## src/rtl/vga_line_fetch.sv

```systemverilog
// vga_line_fetch: fetches one scan line from DDR3 (MCB port 1) in bursts and writes it to the line buffer.
// Optional sticky fetch_overrun flag for late requests: define VGA_LINE_FETCH_OVERRUN_EN.
module vga_line_fetch #(
    parameter int BURST_WORDS = 32,
    parameter int LINE_WORDS  = 512,
    parameter int BUF_AW      = 9
) (
    input  logic              sys_clk,
    input  logic              sys_rst_n,
    input  logic              line_req,
    input  logic [29:0]       line_base_addr,
    output logic              line_busy,
    output logic              line_done,
    output logic              c3_p1_cmd_en,
    input  logic              c3_p1_cmd_full,
    output logic              c3_p1_cmd_rw,
    output logic [5:0]        c3_p1_cmd_bl,
    output logic [29:0]       c3_p1_cmd_byte_addr,
    output logic              c3_p1_rd_en,
    input  logic [31:0]       c3_p1_rd_data,
    input  logic              c3_p1_rd_empty,
    output logic              buf_wr_en,
    output logic [BUF_AW-1:0] buf_wr_addr,
    output logic [31:0]       buf_wr_data
`ifdef VGA_LINE_FETCH_OVERRUN_EN
    ,
    output logic              fetch_overrun
`endif
);
    localparam int WCW = $clog2(LINE_WORDS + 1);
    localparam int BCW = $clog2(BURST_WORDS + 1);
    localparam logic [5:0]     CMD_BL    = 6'(BURST_WORDS - 1);
    localparam logic [WCW-1:0] LAST_WORD = WCW'(LINE_WORDS - 1);
    localparam logic [BCW-1:0] LAST_BEAT = BCW'(BURST_WORDS - 1);

    typedef enum logic [1:0] {
        IDLE  = 2'd0,
        CMD   = 2'd1,
        DRAIN = 2'd2,
        DONE  = 2'd3
    } state_t;

    state_t         state_r;
    logic [29:0]    base_r;
    logic [WCW-1:0] wcnt_r;
    logic [BCW-1:0] bcnt_r;
    logic           pop_s;
    logic [WCW-1:0] wcnt_next_s;
    logic [29:0]    issue_addr_s;

    // Pop strobe and address of the next burst; in DRAIN the next burst starts after the word being popped.
    always_comb begin
        pop_s        = 1'b0;
        wcnt_next_s  = wcnt_r + WCW'(1);
        issue_addr_s = 30'd0;
        if (state_r == DRAIN && !c3_p1_rd_empty) begin
            pop_s = 1'b1;
        end else begin
            pop_s = 1'b0;
        end
        if (state_r == DRAIN) begin
            issue_addr_s = base_r + 30'({wcnt_next_s, 2'b00});
        end else begin
            issue_addr_s = base_r + 30'({wcnt_r, 2'b00});
        end
    end

    assign c3_p1_rd_en = pop_s;

    // Line fetch sequencer with registered command, buffer-write and handshake outputs.
    always_ff @(posedge sys_clk) begin
        if (!sys_rst_n) begin
            state_r             <= IDLE;
            base_r              <= 30'd0;
            wcnt_r              <= '0;
            bcnt_r              <= '0;
            line_busy           <= 1'b0;
            line_done           <= 1'b0;
            c3_p1_cmd_en        <= 1'b0;
            c3_p1_cmd_rw        <= 1'b0;
            c3_p1_cmd_bl        <= 6'd0;
            c3_p1_cmd_byte_addr <= 30'd0;
            buf_wr_en           <= 1'b0;
            buf_wr_addr         <= '0;
            buf_wr_data         <= 32'd0;
        end else begin
            c3_p1_cmd_en <= 1'b0;
            line_done    <= 1'b0;
            buf_wr_en    <= pop_s;
            if (pop_s) begin
                buf_wr_addr <= BUF_AW'(wcnt_r);
                buf_wr_data <= c3_p1_rd_data;
            end
            case (state_r)
                IDLE: begin
                    if (line_req) begin
                        base_r    <= line_base_addr;
                        wcnt_r    <= '0;
                        bcnt_r    <= '0;
                        line_busy <= 1'b1;
                        state_r   <= CMD;
                    end
                end
                CMD: begin
                    if (!c3_p1_cmd_full) begin
                        c3_p1_cmd_en        <= 1'b1;
                        c3_p1_cmd_rw        <= 1'b1;
                        c3_p1_cmd_bl        <= CMD_BL;
                        c3_p1_cmd_byte_addr <= issue_addr_s;
                        state_r             <= DRAIN;
                    end
                end
                DRAIN: begin
                    if (pop_s) begin
                        wcnt_r <= wcnt_next_s;
                        if (bcnt_r == LAST_BEAT) begin
                            bcnt_r <= '0;
                            if (wcnt_r == LAST_WORD) begin
                                state_r <= DONE;
                            end else if (!c3_p1_cmd_full) begin
                                // Issue the next burst straight away: the previous one is fully drained.
                                c3_p1_cmd_en        <= 1'b1;
                                c3_p1_cmd_rw        <= 1'b1;
                                c3_p1_cmd_bl        <= CMD_BL;
                                c3_p1_cmd_byte_addr <= issue_addr_s;
                                state_r             <= DRAIN;
                            end else begin
                                state_r <= CMD;
                            end
                        end else begin
                            bcnt_r <= bcnt_r + BCW'(1);
                        end
                    end
                end
                DONE: begin
                    line_done <= 1'b1;
                    line_busy <= 1'b0;
                    state_r   <= IDLE;
                end
                default: begin
                    state_r <= IDLE;
                end
            endcase
        end
    end

`ifdef VGA_LINE_FETCH_OVERRUN_EN
    // Sticky flag for requests arriving while a line is still in flight.
    always_ff @(posedge sys_clk) begin
        if (!sys_rst_n) begin
            fetch_overrun <= 1'b0;
        end else if (line_req && (line_busy || state_r == DONE)) begin
            fetch_overrun <= 1'b1;
        end else begin
            fetch_overrun <= fetch_overrun;
        end
    end
`endif

endmodule
```

## config.mk

```make
export PLATFORM = sky130hd
export DESIGN_NAME = vga_line_fetch
export DESIGN_NICKNAME = d
export VERILOG_FILES = /design/src/rtl/vga_line_fetch.sv
export SDC_FILE = /design/constraint.sdc
export NUM_CORES = 1
export LEC_CHECK = 0
export ABC_AREA = 1
export CAP_MARGIN = 40
export CORE_MARGIN = 3
export CORE_UTILIZATION = 45
export DETAILED_ROUTE_END_ITERATION = 12
export PLACE_DENSITY = 0.74
export SKIP_CTS_REPAIR_TIMING = 1
export SLEW_MARGIN = 20
export SYNTH_ARGS = -nofsm -noshare
export SYNTH_HDL_FRONTEND = slang
export SYNTH_SLANG_ARGS = --single-unit
export TNS_END_PERCENT = 20
```

## constraint.sdc

```tcl
create_clock -name sys_clk -period 3.2 [get_ports sys_clk]
set_clock_uncertainty 0.1 [all_clocks]
set_input_delay 0.64 -clock sys_clk [delete_from_list [all_inputs] [get_ports sys_clk]]
set_output_delay 0.64 -clock sys_clk [all_outputs]
set_load 0.05 [all_outputs]
```

# Word-level counts from Yosys, hierarchy flattened
# Index checks and enable logic that the tools add are counted.
[totals] regBits=130 latch_bits=0 ram_bits=0 mem_bits_ro=0 in_bits=67 output_inout_bits=83 elab_cells=77 n_memories=0
[op_classes] add_sub_neg=4 mul=0 n_div=0 n_lt_le_gt_ge=0 n_eq_ne=10 shifts=0 mux=39 bitwise_logic=0 reduce_logical=11
[op_table] operator="two-way mux 30 bit" count=5
[op_table] operator="adder 30 x 12 -> 30 bit" count=2
[op_table] operator="case mux 30 bit (2 select lines)" count=1
[op_table] operator="two-way mux 6 bit" count=7
[op_table] operator="case mux 6 bit (2 select lines)" count=2
[op_table] operator="two-way mux 10 bit" count=2
[op_table] operator="case mux 10 bit (2 select lines)" count=1
[op_table] operator="two-way mux 2 bit" count=6
[op_table] operator="two-way mux 1 bit" count=11
[op_table] operator="adder 10 x 1 -> 10 bit (second input constant)" count=1
[op_table] operator="equality test 10 x 9 -> 1 bit (second input constant)" count=1
[op_table] operator="!= test 2 bit (second input constant)" count=4
[op_table] operator="case mux 2 bit (4 select lines)" count=1
[op_table] operator="AND reduction 4 bit" count=2
[op_table] operator="adder 6 x 1 -> 6 bit (second input constant)" count=1
[op_table] operator="equality test 6 x 5 -> 1 bit (second input constant)" count=1
[op_table] operator="case mux 1 bit (2 select lines)" count=3
[op_table] operator="nonzero test 2 bit" count=3
[op_table] operator="equality test 2 bit (second input constant)" count=2
[op_table] operator="AND reduction 2 bit" count=2
[op_table] operator="AND reduction 3 bit" count=1
[op_table] operator="equality test 2 x 1 -> 1 bit (second input constant)" count=1
[op_table] operator="logical NOT 2 bit" count=1
[op_table] operator="!= test 2 x 1 -> 1 bit (second input constant)" count=1
[op_table] operator="other kinds (2)" count=2

# Logic depth before layout (Yosys ltp)
[depth] ltp_word=8 mapped_depth=20 depth_no_buf=20

# Worst setup path before layout
# No wires, ideal clock.
[synth_timing] path_kind="register to register" start="reg state_r[0]" end="reg c3_p1_cmd_byte_addr[26]" setup_ns=0.109 arrival_time_ns=2.383 required_ns=2.991 slack_ns=0.608 stages_incl_launch_ff=19 n_path_buf=2 synth_period_minus_slack_ns=2.592 cell_sequence="dfxtp_1 -> inv_1 -> ha_1 -> buf_2 -> clkbuf_1 -> nand2_1 -> nand2_1 -> inv_1 -> fa_1 -> inv_1 -> nand3_1 -> nand3_1 -> nand2_1 -> nand2_1 -> nand2_1 -> nand3_1 -> nand3_1 -> nand2_1 -> inv_1"
[synth_between] elab_chain_cells=7 elab_cells_between_ends=15 classes_between="5 x eq/ne; 7 x mux; 3 x reduce/logical"
[synth_rtl] element="start: declaration" line="43" rtl="state_t state_r;"
[synth_rtl] element="start signal: assignment" line="73" rtl="state_r <= IDLE;"
[synth_rtl] element="start signal: assignment" line="101" rtl="state_r <= CMD;"
[synth_rtl] element="start signal: assignment" line="110" rtl="state_r <= DRAIN;"
[synth_rtl] element="equality test 2 bit" line="56, 61, 94"
[synth_rtl] element="two-way mux 30 bit" line="61" rtl="if (state_r == DRAIN) begin"
[synth_rtl] element="two-way mux 30 bit" line="105, 120"
[synth_rtl] element="two-way mux 30 bit" line="118" rtl="if (wcnt_r == LAST_WORD) begin"
[synth_rtl] element="two-way mux 30 bit" line="116" rtl="if (bcnt_r == LAST_BEAT) begin"
[synth_rtl] element="two-way mux 30 bit" line="114" rtl="if (pop_s) begin"
[synth_rtl] element="case mux 30 bit (2 select lines)" line="94" rtl="case (state_r)"
[synth_rtl] element="end signal: assignment" line="109" rtl="c3_p1_cmd_byte_addr <= issue_addr_s;"
[synth_rtl] element="end signal: assignment" line="125" rtl="c3_p1_cmd_byte_addr <= issue_addr_s;"
[synth_rtl] element="end: declaration" line="18" rtl="output logic [29:0] c3_p1_cmd_byte_addr,"
# Several ways; a longest one is shown, not always the timed one. The select of a mux whose other input is x is not followed.
# A chain may end at the register's enable or synchronous reset.

# Worst setup path after layout
[layout_timing] start="reg wcnt_r[1]" end="reg c3_p1_cmd_byte_addr[29]"
[layout_between] elab_chain_cells=8 elab_cells_between_ends=12 classes_between="3 x add/sub; 2 x eq/ne; 6 x mux; 1 x reduce/logical"
[layout_rtl] element="start: declaration" line="45" rtl="logic [WCW-1:0] wcnt_r;"
[layout_rtl] element="start signal: assignment" line="115" rtl="wcnt_r <= wcnt_next_s;"
[layout_rtl] element="adder 10 x 1 -> 10 bit" line="54" rtl="wcnt_next_s = wcnt_r + WCW'(1);"
[layout_rtl] element="adder 30 x 12 -> 30 bit" line="62" rtl="issue_addr_s = base_r + 30'({wcnt_next_s, 2'b00});"
[layout_rtl] element="two-way mux 30 bit" line="61"
[layout_rtl] element="two-way mux 30 bit" line="105, 120"
[layout_rtl] element="two-way mux 30 bit" line="118"
[layout_rtl] element="two-way mux 30 bit" line="116"
[layout_rtl] element="two-way mux 30 bit" line="114"
[layout_rtl] element="case mux 30 bit (2 select lines)" line="94"
# Several ways; a longest one is shown, not always the timed one. The select of a mux whose other input is x is not followed.

==> flow_metrics.env <==
export IMPL_worst_path_stages=18
export IMPL_ios=150
export IMPL_synthFlopType="dfxtp_1"
export IMPL_worstSetupStartpoint="wcnt_r[1]"
export IMPL_layout_setup_ws_ns=0.2804
export IMPL_io_buffers=148
export IMPL_r2r_setup_slack_ns=0.28
export IMPL_tightest_slew_ns=0.5915
export IMPL_vias=6115
export IMPL_clockBufferDepth=2
export IMPL_die_w_um=121.6
export IMPL_power_w=0.007142
export IMPL_synth_area_sq_um=6012
export IMPL_core_area_sq_um=12820
export IMPL_ant_nets=0
export IMPL_dieArea_sq_um=14780
export IMPL_wl_met2_um=7384
export IMPL_start_kind="flip-flop"
export IMPL_rows=41
export IMPL_firstDrtPassIters=6
export IMPL_cts_tree="yes"
export IMPL_diodes=0
export IMPL_path_class="flip-flop to flip-flop"
export IMPL_wl_um=16590
export IMPL_hold_end="c3_p1_cmd_byte_addr[14]"
export IMPL_final_max_slew_violation_count=0
export IMPL_period_needed_ns=2.920
export IMPL_drive_gt1_share_pct=5.024
export IMPL_area_growth_pct=35.78
export IMPL_status="complete, no violations"
export IMPL_finalCritPeriodShare_pct=91.24
export IMPL_track_usage_pct=23.47
export IMPL_drcViolationCount=0
export IMPL_grt_pass1_vias=5906
export IMPL_via_per_inst=5.066
export IMPL_start_util_pct=46.88
export IMPL_r2r_cells=18
export IMPL_clk_latency_ns=0.42
export IMPL_dp_hpwl_um=11690
export IMPL_m1WireLength_um=7231
export IMPL_reg2reg_to="c3_p1_cmd_byte_addr[29]"
export IMPL_cp_max_fo=6
export IMPL_holdCritStartpoint="c3_p1_cmd_byte_addr[14]"
export IMPL_fill_cells=1180
export IMPL_hold_path_class="flip-flop to flip-flop"
export IMPL_grt_pass1_wl_um=27750
export IMPL_setup_viol=0
export IMPL_overflow=0
export IMPL_cp_arrival_ns=3.14
export IMPL_synthCells=885
export IMPL_whs_path_depth=2
export IMPL_p_leak_nw=3.486
export IMPL_yosysSeqAreaShare_pct=41.29
export IMPL_critical_path_n_buffers_inverters=2
export IMPL_gp_congestion=0.9051
export IMPL_async_flop_share_pct=0
export IMPL_slew_limit_headroom_pct=60.52
export IMPL_max_freq_ghz=0.3425
export IMPL_end_kind="flip-flop"
export IMPL_r2r_start="wcnt_r[1]"
export IMPL_synth_edff_count=0
export IMPL_cts_sinks=124
export IMPL_pre_cts_ws_ns=0.3466
export IMPL_rsz0062_at_grt="no"
export IMPL_wire_per_inst_um=13.74
export IMPL_top_layer="met4"
export IMPL_synth_seq_cells=124
export IMPL_crit_family="simple AND/OR/NAND/NOR gates"
export IMPL_netlist_cell_type_count=37
export IMPL_vdd_drop_max_v=0.0004706
export IMPL_crit_chain="ha_1 -> nand2_1 -> nor2_2 -> nand2_1 -> o21ai_0 -> nand3_1 -> o21ai_0 -> ha_1 -> nand2_1 -> inv_1 -> a21oi_1 -> nand2_1 -> nand2_1 -> nand2_1 -> nand3_1 -> nand3_1 -> nand2_1 -> inv_1"
export IMPL_dieHeight_um=121.6
export IMPL_yosys_warnings=0
export IMPL_path_common_cell="nand2_1"
export IMPL_hold_violations=0
export IMPL_cap_violations=0
export IMPL_clk_pin_slew_ns=0.05
export IMPL_fin_nets=1107
export IMPL_met3_length_um=1698
export IMPL_cts_max_level=4
export IMPL_slowest_delay_ns=0.42
export IMPL_grt_max_degree=103
export IMPL_setup_tns_ns=0
export IMPL_root_buffer="clkbuf_16"
export IMPL_synth_avg_cell_area_sq_um=6.793
export IMPL_antenna_found_initial=0
export IMPL_drtIter0Drc=329
export IMPL_cts_buffers=17
export IMPL_hold_slack_ns=0.3841
export IMPL_power_density_nw_per_um2=874.9
export IMPL_critPathSlowestCell="dfxtp_1"
export IMPL_synth_nets=970
export IMPL_crit_required_ns=3.42
[where the power goes]
part	internal [W]	switching, W	total [W]
logic	0.00106	0.00212	0.00317
registers	0.00195	0.000308	0.00226
clock network	0.00104	0.000665	0.00171
[synthesized netlist by cell type (2+ instances only)]
master / n / area [sq um]
clkbuf_1: 26 / 97.59
nor2_2: 2 / 12.51
buf_4: 7 / 52.55
ha_1: 17 / 212.7
xor2_1: 2 / 17.52
nor2_4: 2 / 22.52
nand3_1: 67 / 335.3
nor2_1: 168 / 630.6
nand4_1: 10 / 62.56
dfxtp_1: 124 / 2482
o211ai_1: 2 / 15.01
a211oi_1: 2 / 15.01
xnor2_1: 6 / 52.55
a21oi_1: 55 / 275.3
nand2_2: 2 / 12.51
inv_1: 96 / 360.4
nor3_1: 12 / 60.06
o21ai_0: 111 / 555.5
buf_6: 2 / 22.52
nand2_1: 149 / 559.3
buf_2: 6 / 30.03
nand3b_1: 2 / 15.01
[cell type report]
| class | instances | area [sq um] | area share (%) |
|---|---|---|---|
| clock buffers | 25 | 485.5 | 5.947 |
| clock inverters | 7 | 40.04 | 0.4905 |
| inverters | 98 | 367.9 | 4.506 |
| multi-input cells | 621 | 2955 | 36.20 |
| flip-flops and latches | 124 | 2482 | 30.41 |
| well taps | 172 | 215.2 | 2.636 |
| repair buffers | 160 | 1617 | 19.80 |
[stage by stage]
stage / instance area [sq um] / util, % / std cells
CTS: 8120 / 63.32 / 1205
global placement: 7595 / 59.22 / 1173
finish: 8163 / 63.65 / 1207
global route: 8163 / 63.65 / 1207
detailed placement: 7595 / 59.22 / 1173
floorplan: 6012 / - / 885
[kinds of logic (layout without fill, tap and decap cells)]
family / after synthesis / count (layout) / synth area share [%]
other: 1 / 1 / 0.06238
AO/OA/AOI/OAI: 175 / 175 / 14.96
AND/OR/NAND/NOR: 419 / 419 / 29.09
buffers and inverters: 140 / 290 / 9.552
XOR/XNOR: 8 / 8 / 1.165
flip-flops: 124 / 124 / 41.29
adder cells (fa/ha/maj): 18 / 18 / 3.871
[registers in the layout, indices dropped and copies added, names as in the netlist]
register,count
base_r,30
line_busy,1
c3_p1_cmd_bl,1
c3_p1_cmd_byte_addr,30
line_done,1
bcnt_r,6
buf_wr_en,1
state_r,2
wcnt_r,10
c3_p1_cmd_en,1
buf_wr_data,32
buf_wr_addr,9
[cell usage in the layout, fill, tap and decap left out, types with 9 or more instances in the layout]
cell,Yosys,final
nor2_1,168,168
nand2_1,149,149
clkdlybuf4s50_1,0,146
dfxtp_1,124,124
o21ai_0,111,111
inv_1,96,96
nand3_1,67,67
a21oi_1,55,55
ha_1,17,17
clkbuf_16,0,17
nor3_1,12,12
nand4_1,10,10
buf_4,7,9
[layer usage]
layer  track usage, %  vias up
met1            28.63     2756
met4            7.773        0
met3            10.31       32
met5                0        -
li1                 -     3120
met2            37.24      207
[worst reg2reg max path, cell delays in order (launching register included)]
cell and delay [ns]:
dfxtp_1 0.42, ha_1 0.20, nand2_1 0.10, nor2_2 0.18, nand2_1 0.09, o21ai_0 0.18
nand3_1 0.12, o21ai_0 0.10, ha_1 0.30, nand2_1 0.14, inv_1 0.05, a21oi_1 0.14
nand2_1 0.15, nand2_1 0.13, nand2_1 0.13, nand3_1 0.11, nand3_1 0.08, nand2_1 0.07
inv_1 0.03
[worst max-delay path by stage]
stage | endpoint
after detailed placement | c3_p1_cmd_byte_addr[29]
final | c3_p1_cmd_byte_addr[29]
after global placement | c3_p1_cmd_byte_addr[29]
after CTS | c3_p1_cmd_byte_addr[29]
after global routing | c3_p1_cmd_byte_addr[25]
after floorplan | c3_p1_cmd_byte_addr[26]
No activity file was read; power rests on OpenSTA's default activity.
